**config.mk**
```make
export PLATFORM = sky130hd
export DESIGN_NAME = i2c_slave_core
export DESIGN_NICKNAME = d
export VERILOG_FILES = /design/src/rtl/i2c_slave_core.sv
export SDC_FILE = /design/constraint.sdc
export NUM_CORES = 1
export LEC_CHECK = 0
export CAP_MARGIN = 20
export CORE_AREA = 2 2 64 66
export CTS_CLUSTER_DIAMETER = 60
export DETAILED_ROUTE_END_ITERATION = 10
export DIE_AREA = 0 0 66 68
export DONT_BUFFER_PORTS = 1
export PLACE_DENSITY = 0.74
export SYNTH_ARGS = -nofsm -noshare
export SYNTH_HDL_FRONTEND = slang
export SYNTH_SLANG_ARGS = --single-unit
```
**constraint.sdc**
```tcl
create_clock -name pclk -period 2.6 [get_ports pclk]
set_input_delay 0.52 -clock pclk [delete_from_list [all_inputs] [get_ports pclk]]
set_output_delay 0.52 -clock pclk [all_outputs]
set_load 0.02 [all_outputs]
```
**src/rtl/i2c_slave_core.sv**
```systemverilog
// I2C target core: oversamples SCL/SDA on pclk, ACKs SLAVE_ADDR, delivers written
// bytes on rx_data/rx_valid and serves read bytes through a tx_req/tx_data handshake.
`timescale 1ns/1ps
module i2c_slave_core #(
  parameter logic [6:0] SLAVE_ADDR  = 7'h50,
  parameter int         SYNC_STAGES = 2
) (
  input  logic       pclk,
  input  logic       preset,
  input  logic       scl_i,
  input  logic       sda_i,
  output logic       sda_oe,
  output logic [7:0] rx_data,
  output logic       rx_valid,
  output logic       tx_req,
  input  logic [7:0] tx_data,
  output logic       start_det,
  output logic       stop_det,
  output logic       busy,
  output logic       rw
);

  typedef enum logic [2:0] {
    IDLE, ADDR, ADDR_ACK, WR_DATA, WR_ACK, RD_DATA, RD_ACK, IGNORE
  } state_e;

  logic [SYNC_STAGES-1:0] scl_sync_q, sda_sync_q;
  logic                   scl_prev_q, sda_prev_q;
  logic                   scl_s, sda_s;
  logic                   scl_rise, scl_fall, start_cond, stop_cond;

  state_e     state_q, state_d;
  logic [3:0] cnt_q, cnt_d;
  logic [7:0] shift_q, shift_d;
  logic [7:0] tx_buf_q;
  logic [7:0] rx_data_q, rx_data_d;
  logic       oe_q, oe_d;
  logic       rx_valid_q, rx_valid_d;
  logic       tx_req_q, tx_req_d;
  logic       start_q, start_d;
  logic       stop_q, stop_d;
  logic       busy_q, busy_d;
  logic       rw_q, rw_d;

  // NOTE: synchronizers reset to 1 (idle bus) so leaving reset never looks like a START.
  always_ff @(posedge pclk or negedge preset) begin
    if (!preset) begin
      scl_sync_q <= '1;
      sda_sync_q <= '1;
      scl_prev_q <= 1'b1;
      sda_prev_q <= 1'b1;
    end else begin
      scl_sync_q <= {scl_sync_q[SYNC_STAGES-2:0], scl_i};
      sda_sync_q <= {sda_sync_q[SYNC_STAGES-2:0], sda_i};
      scl_prev_q <= scl_s;
      sda_prev_q <= sda_s;
    end
  end

  assign scl_s      = scl_sync_q[SYNC_STAGES-1];
  assign sda_s      = sda_sync_q[SYNC_STAGES-1];
  assign scl_rise   = scl_s & ~scl_prev_q;
  assign scl_fall   = ~scl_s & scl_prev_q;
  assign start_cond = scl_s & sda_prev_q & ~sda_s;
  assign stop_cond  = scl_s & ~sda_prev_q & sda_s;

  // NOTE: every _d gets a default before the case so no latch is inferred.
  always_comb begin
    state_d    = state_q;
    cnt_d      = cnt_q;
    shift_d    = shift_q;
    oe_d       = oe_q;
    rx_data_d  = rx_data_q;
    rx_valid_d = 1'b0;
    tx_req_d   = 1'b0;
    start_d    = 1'b0;
    stop_d     = 1'b0;
    busy_d     = busy_q;
    rw_d       = rw_q;

    if (start_cond) begin
      state_d = ADDR;
      cnt_d   = '0;
      oe_d    = 1'b0;
      start_d = 1'b1;
      busy_d  = 1'b1;
    end else if (stop_cond) begin
      state_d = IDLE;
      oe_d    = 1'b0;
      stop_d  = 1'b1;
      busy_d  = 1'b0;
    end else begin
      case (state_q)
        ADDR: begin
          if (scl_rise) begin
            shift_d = {shift_q[6:0], sda_s};
            cnt_d   = cnt_q + 4'd1;
          end else if (scl_fall && cnt_q == 4'd8) begin
            cnt_d = '0;
            if (shift_q[7:1] == SLAVE_ADDR) begin
              rw_d     = shift_q[0];
              oe_d     = 1'b1;
              tx_req_d = shift_q[0];
              state_d  = ADDR_ACK;
            end else begin
              oe_d    = 1'b0;
              state_d = IGNORE;
            end
          end
        end
        ADDR_ACK: begin
          if (scl_fall) begin
            cnt_d = '0;
            if (rw_q) begin
              shift_d = tx_buf_q;
              oe_d    = ~tx_buf_q[7];
              state_d = RD_DATA;
            end else begin
              oe_d    = 1'b0;
              state_d = WR_DATA;
            end
          end
        end
        WR_DATA: begin
          if (scl_rise) begin
            shift_d = {shift_q[6:0], sda_s};
            cnt_d   = cnt_q + 4'd1;
            if (cnt_q == 4'd7) begin
              rx_data_d  = {shift_q[6:0], sda_s};
              rx_valid_d = 1'b1;
            end
          end else if (scl_fall && cnt_q == 4'd8) begin
            cnt_d   = '0;
            oe_d    = 1'b1;
            state_d = WR_ACK;
          end
        end
        WR_ACK: begin
          if (scl_fall) begin
            cnt_d   = '0;
            oe_d    = 1'b0;
            state_d = WR_DATA;
          end
        end
        RD_DATA: begin
          if (scl_rise) begin
            cnt_d = cnt_q + 4'd1;
          end else if (scl_fall) begin
            if (cnt_q == 4'd8) begin
              cnt_d   = '0;
              oe_d    = 1'b0;
              state_d = RD_ACK;
            end else begin
              shift_d = {shift_q[6:0], 1'b0};
              oe_d    = ~shift_q[6];
            end
          end
        end
        RD_ACK: begin
          // Master ACK asks for another byte; NACK ends our part of the transfer.
          if (scl_rise) begin
            if (!sda_s) begin
              tx_req_d = 1'b1;
            end else begin
              oe_d    = 1'b0;
              state_d = IGNORE;
            end
          end else if (scl_fall) begin
            cnt_d   = '0;
            shift_d = tx_buf_q;
            oe_d    = ~tx_buf_q[7];
            state_d = RD_DATA;
          end
        end
        IGNORE:  oe_d = 1'b0;
        default: ;
      endcase
    end
  end

  // NOTE: sequential state uses non-blocking assignments only.
  always_ff @(posedge pclk or negedge preset) begin
    if (!preset) begin
      state_q    <= IDLE;
      cnt_q      <= '0;
      shift_q    <= '0;
      tx_buf_q   <= '0;
      rx_data_q  <= '0;
      oe_q       <= 1'b0;
      rx_valid_q <= 1'b0;
      tx_req_q   <= 1'b0;
      start_q    <= 1'b0;
      stop_q     <= 1'b0;
      busy_q     <= 1'b0;
      rw_q       <= 1'b0;
    end else begin
      state_q    <= state_d;
      cnt_q      <= cnt_d;
      shift_q    <= shift_d;
      rx_data_q  <= rx_data_d;
      oe_q       <= oe_d;
      rx_valid_q <= rx_valid_d;
      tx_req_q   <= tx_req_d;
      start_q    <= start_d;
      stop_q     <= stop_d;
      busy_q     <= busy_d;
      rw_q       <= rw_d;
      if (tx_req_q) tx_buf_q <= tx_data;
    end
  end

  assign sda_oe    = oe_q;
  assign rx_data   = rx_data_q;
  assign rx_valid  = rx_valid_q;
  assign tx_req    = tx_req_q;
  assign start_det = start_q;
  assign stop_det  = stop_q;
  assign busy      = busy_q;
  assign rw        = rw_q;

endmodule

```
== Yosys cells after proc, flatten, opt, wreduce, memory -nomap -nowiden ==
Cells that the tools add are included.

* Bits of input ports: 12
* Register bits after elaboration: 44
* Logic and storage cells: 151

* Bitwise operators: 15
* Mux-type cells: 71
* Reductions and logical operators: 14
* Add/sub/neg operators: 1
* Eq/ne operators: 34

{| class="wikitable"
|+ Operators by type and width
! kind !! number
|-
| 2-to-1 mux 8 bit || 8
|-
| 2-to-1 mux 3 bit || 16
|-
| != test 4 bit (second input constant) || 11
|-
| 2-to-1 mux 4 bit || 9
|-
| 2-to-1 mux 1 bit || 33
|-
| one-hot mux 8 bit (4 select lines) || 1
|-
| AND reduction 11 bit || 2
|-
| one-hot mux 3 bit (6 select lines) || 1
|-
| != test 2 bit (second input constant) || 8
|-
| one-hot mux 4 bit (4 select lines) || 1
|-
| equality test 3 bit (second input constant) || 4
|-
| AND reduction 12 bit || 1
|-
| AND reduction 6 bit || 2
|-
| != test 5 bit (second input constant) || 2
|-
| NOT 1 bit || 9
|-
| nonzero test 9 bit || 1
|-
| nonzero test 8 bit || 1
|-
| equality test 7 bit (second input constant) || 1
|-
| one-hot mux 1 bit (7 select lines) || 1
|-
| AND 1 bit || 6
|-
| equality test 3 x 2 -> 1 bit (second input constant) || 2
|-
| AND reduction 5 bit || 1
|-
| nonzero test 5 bit || 1
|-
| adder 4 x 1 -> 4 bit (second input constant) || 1
|-
| other kinds (11) || 12
|}

== Logic depth before layout (Yosys ltp) ==
* Depth after elaboration: 8
* Gate-level depth with buffers: 8
* Depth with buffers taken out: 7

== Least setup slack after synthesis ==
OpenSTA, ideal clock, no wires.

* Path type: reg2reg
* From: register scl_prev_q
* To: register state_q[0]
* Path slack: 426 ps
* Library setup time: 125 ps
* Clock period less this slack: 2174 ps
* Buffers on the path: 1
* Arrival: 2049 ps
* Data required time: 2475 ps
* Stages on the path, launching flop included: 9
* Cell sequence: dfstp_2 -> inv_1 -> ha_1 -> buf_4 -> nor2b_4 -> o21ai_0 -> o21ai_0 -> o41ai_2 -> mux2_2

* Word-level cells in the longest chain between the ends: 6

{| class="wikitable"
|+ RTL lines
! element !! RTL line !! source
|-
| from (decl) || 28 || <nowiki>logic scl_prev_q, sda_prev_q;</nowiki>
|-
| from (signal assigned) || 55 || <nowiki>scl_prev_q <= scl_s;</nowiki>
|-
| NOT 1 bit || 62 || <nowiki>assign scl_rise = scl_s & ~scl_prev_q;</nowiki>
|-
| AND 1 bit || 62 ||
|-
| 2-to-1 mux 3 bit || 161 || <nowiki>if (scl_rise) begin</nowiki>
|-
| one-hot mux 3 bit (6 select lines) || 93 || <nowiki>case (state_q)</nowiki>
|-
| 2-to-1 mux 3 bit || 87 || <nowiki>end else if (stop_cond) begin</nowiki>
|-
| 2-to-1 mux 3 bit || 81 || <nowiki>if (start_cond) begin</nowiki>
|-
| to (signal assigned) || 197 || <nowiki>state_q <= state_d;</nowiki>
|-
| to (decl) || 32 || <nowiki>state_e state_q, state_d;</nowiki>
|}

Parallel ways exist; a longest one is shown, timed or not.
A chain may end at the register's enable or synchronous reset.

== Final worst setup path ==
* From: register scl_sync_q[1]
* To: register shift_q[0]

* Word-level cells in the longest chain between the ends: 4

{| class="wikitable"
|+ RTL lines
! element !! RTL line !! source
|-
| from (decl) || 27 || <nowiki>logic [SYNC_STAGES-1:0] scl_sync_q, sda_sync_q;</nowiki>
|-
| from (signal assigned) || 53 || <nowiki>scl_sync_q <= {scl_sync_q[SYNC_STAGES-2:0], scl_i};</nowiki>
|-
| NOT 1 bit, or another cell as far along || 63 || <nowiki>assign scl_fall = ~scl_s & scl_prev_q;</nowiki>
|-
| AND 1 bit (on tied branches) || 63, 64, 65 ||
|-
| != test 2 bit (no source line) or NOT 1 bit (tied branches) || n/a ||
|-
| AND reduction 11 bit (no source line) * || n/a ||
|-
| to (signal assigned) || 199 || <nowiki>shift_q <= shift_d;</nowiki>
|-
| to (decl) || 34 || <nowiki>logic [7:0] shift_q, shift_d;</nowiki>
|}

Every way passes the cells marked *; elsewhere a longest branch is shown, timed or not.

==> flow_summary.ini <==
[place]
dp_cells = 245
placed_area_sq_um = 2306
place_congestion = 0.8736
io_buffers = 0
dpl_worst_slack_ns = 0.2911
place_hpwl_microns = 3344

[synthesis]
synthCells = 201
ys_seq_area_share_pct = 48.71
synth_common_cells = 38 x dfrtp_1, 23 x mux2_2, 15 x nand2_1
synth_edf_count = 0
synth_flop_cell = dfrtp_1
synth_area_leaders = dfrtp_1 42%, mux2_2 11%, dfstp_2 6.9%, mux2_4 5.3%, o21ai_0 2.9%
synth_top_area_cell = dfrtp_1
ys_types = 49
netlist.area_leader.share_pct = 41.78
yosysWarnings = 0
async_flop_share_pct = 100.0
avgSynthCellArea_sq_um = 11.32
synth_area_sq_um = 2276
syn_nets = 217
yosysMostFrequentCell = dfrtp_1
yosys_register_bits = 44

[setup_path]
path_cells = inv_1 > ha_1 > and2b_2 > a21oi_1 > a22o_1 > a221o_1 > buf_4 > mux2_4
cpMaxStageDelayCell = dfstp_2
slowest_delay_ns = 0.62
path_max_fanout = 8
crit_type = flop to flop
cp_num_buf_inv = 2
critPathRequiredTime_ns = 2.78
cpLargestDelayFamily = flip-flops
start_kind = flop
crit_arrival_ns = 2.52
worstSetupEndpointType = flop

[sta]
fmax_ghz = 0.4264
setup_viol = 0
setup_tns_ns = 0
slew_viol_final = 0
hold_violations = 0
worst_pin_slew_ns = 0.5795
slew_headroom_pct = 61.01
fin_ws_ns = 0.2547
fin_crit_sh_pct = 90.20
rsz0062_at_grt = false
period_needed_ns = 2.345
skew_ns = 0.01308

[layout]
nets = 219
fillers = 312
fin_cells = 254
post-route-util_pct = 62.52
syn_to_final_growth_pct = 5.937
drive_gt1_share_pct = 27.45
n_antenna_cell = 0
stdcell_area_sq_um = 2411

[clocking]
htree_levels = 2
cts_num_sinks = 44
cts_buffers = 5
tritoncts = done
post_cts.repair.setup_buffers = 0
clockBufferDepth = 2
clock_latency_ns = 0.30
root_buffer = clkbuf_8
clk_pin_slew_ns = 0.08

[route]
drt-initial-drc-count = 104
dr_total_vias = 1562
post_drt_wl_per_cell_microns = 18.57
ant_nets = 0
viasPerCell = 6.150
drc = 0
drt_pre_antenna_iters = 5
wl_microns = 4718

[global_route]
grt_usage_pct = 22.74
grt_pass1_wl_microns = 7438
grt_max_degree = 39
grt_pass1_vias = 1574
antenna_found_initial = 0
grt_overflow_total = 0

[die]
io-pin-count = 27
fp.dieW_microns = 66
core_sq_um = 3856
die_h_microns = 68
placement_rows = 23
die_area_sq_um = 4488
start_util_pct = 59.02

[power]
max-vdd-ir-drop_v = 0.0004506
switching_power_mw = 0.7922
internal-power_mw = 1.387
power.leakage_nw = 1.145
clkPwrFrac_pct = 19.1
power_frac_seq_pct = 45.4
power.density_nw_per_um2 = 903.9
switching_share_pct = 36.35
pwr-share-comb_pct = 35.5

[hold_path]
hold_path.class = input pin to async pin

[job]
cap_violations = 0

[outcome]
outcome = finished, final reports clean
-- placed cells by master, fill, tap and decap left out, drive strengths merged, types with 2 or more instances in the layout --
master,count
a211oi,2
a21oi,7
a221o,2
and2b,2
and3,2
buf,4
clkbuf,6
dfrtp,38
dfstp,6
ha,4
inv,13
mux2,31
mux2i,3
nand2,16
nand2b,4
nand3,3
nand3b,2
nand4,5
nor2,8
nor2b,3
nor3,3
nor4,4
o21ai,13
o22ai,3
o311ai,2
or3,2
-- kinds of logic (layout without fill, tap and decap cells) --
group,Yosys count,in the layout,synth area share [%]
muxes,34,34,17.98
xor gates and xnor gates,2,2,0.7698
AOI/OAI and AO/OA,39,39,11.66
buffers and inverters,22,25,4.562
adders and majority gates,4,4,2.199
DFF,44,44,48.71
and+or+nand+nor,56,56,14.13
-- metal layers --
layer | GRT usage (%) | share of wire, % | vias to the layer above
met5 | 0 | 0 | -
met4 | 11.22 | 2.7 | 0
met3 | 6.250 | 7.2 | 14
met2 | 36.62 | 49 | 69
met1 | 28.53 | 41 | 752
li1 | - | - | 727
-- sequential cells by signal (all words and copies together), names as in the netlist, 2 cells and up --
name and cells:
cnt_q 4, scl_sync_q 2, sda_sync_q 2, shift_q 8
state_q 3, rx_data 8, tx_buf_q 8
-- metrics by stage --
stage | power [mW] | hold WS (ns)
final | 2.179 | 0.04455
after global routing | 2.312 | 0.04301
after CTS | 2.184 | 0.04532
after detailed placement | 1.749 | 0.2258
after global placement | 1.718 | 0.2256
after floorplan | 1.609 | 0.2244
-- power groups by stage --
stage | Combinational, mW | Clock (mW) | Sequential (mW)
2_1_floorplan | 0.722 | 0 | 0.887
3_3_place_gp | 0.730 | 0 | 0.989
3_5_place_dp | 0.754 | 0 | 0.995
4_1_cts | 0.774 | 0.429 | 0.981
5_1_grt | 0.852 | 0.452 | 1.01
6_report | 0.774 | 0.416 | 0.989
-- worst register-to-register path, delay by kind of cell, from the launching register on --
kind	cells	cell delay [ns]
and+or+nand+nor	1	0.25
muxes	1	0.31
buffers and inverters	2	0.30
AOI/OAI and AO/OA	3	0.46
DFF	1	0.62
adders and majority gates	1	0.29
-- final timing paths --
kind	slack, ns	to	depth (start not counted)	startpoint
max in group asynchronous	2.35	rw	1	preset
min in group pclk	0.22	sda_sync_q[0]	0	sda_i
worst min-delay path	0.04	sda_oe	1	preset
worst min register to register	0.36	scl_sync_q[1]	0	scl_sync_q[0]
worst max register to register	0.25	shift_q[0]	8	scl_sync_q[1]
worst max-delay path	0.25	shift_q[0]	8	scl_sync_q[1]
-- layout make-up --
type                       count  area, sq um  area share, %
sequential                    44         1109          45.98
multi-input combinational    135         1064          44.11
clock buffer                   6        72.57          3.010
tap                           50        62.56          2.595
inverter                      13        48.80          2.024
timing repair buffer           4        42.54          1.764
clock inverter                 2        12.51         0.5189
-- what timing repair did --
item	CTS	global route
gates resized for setup	0	0
hold buffers	1	0
endpoints found under the hold margin	38	0
No activity file was read; power rests on OpenSTA's default activity.
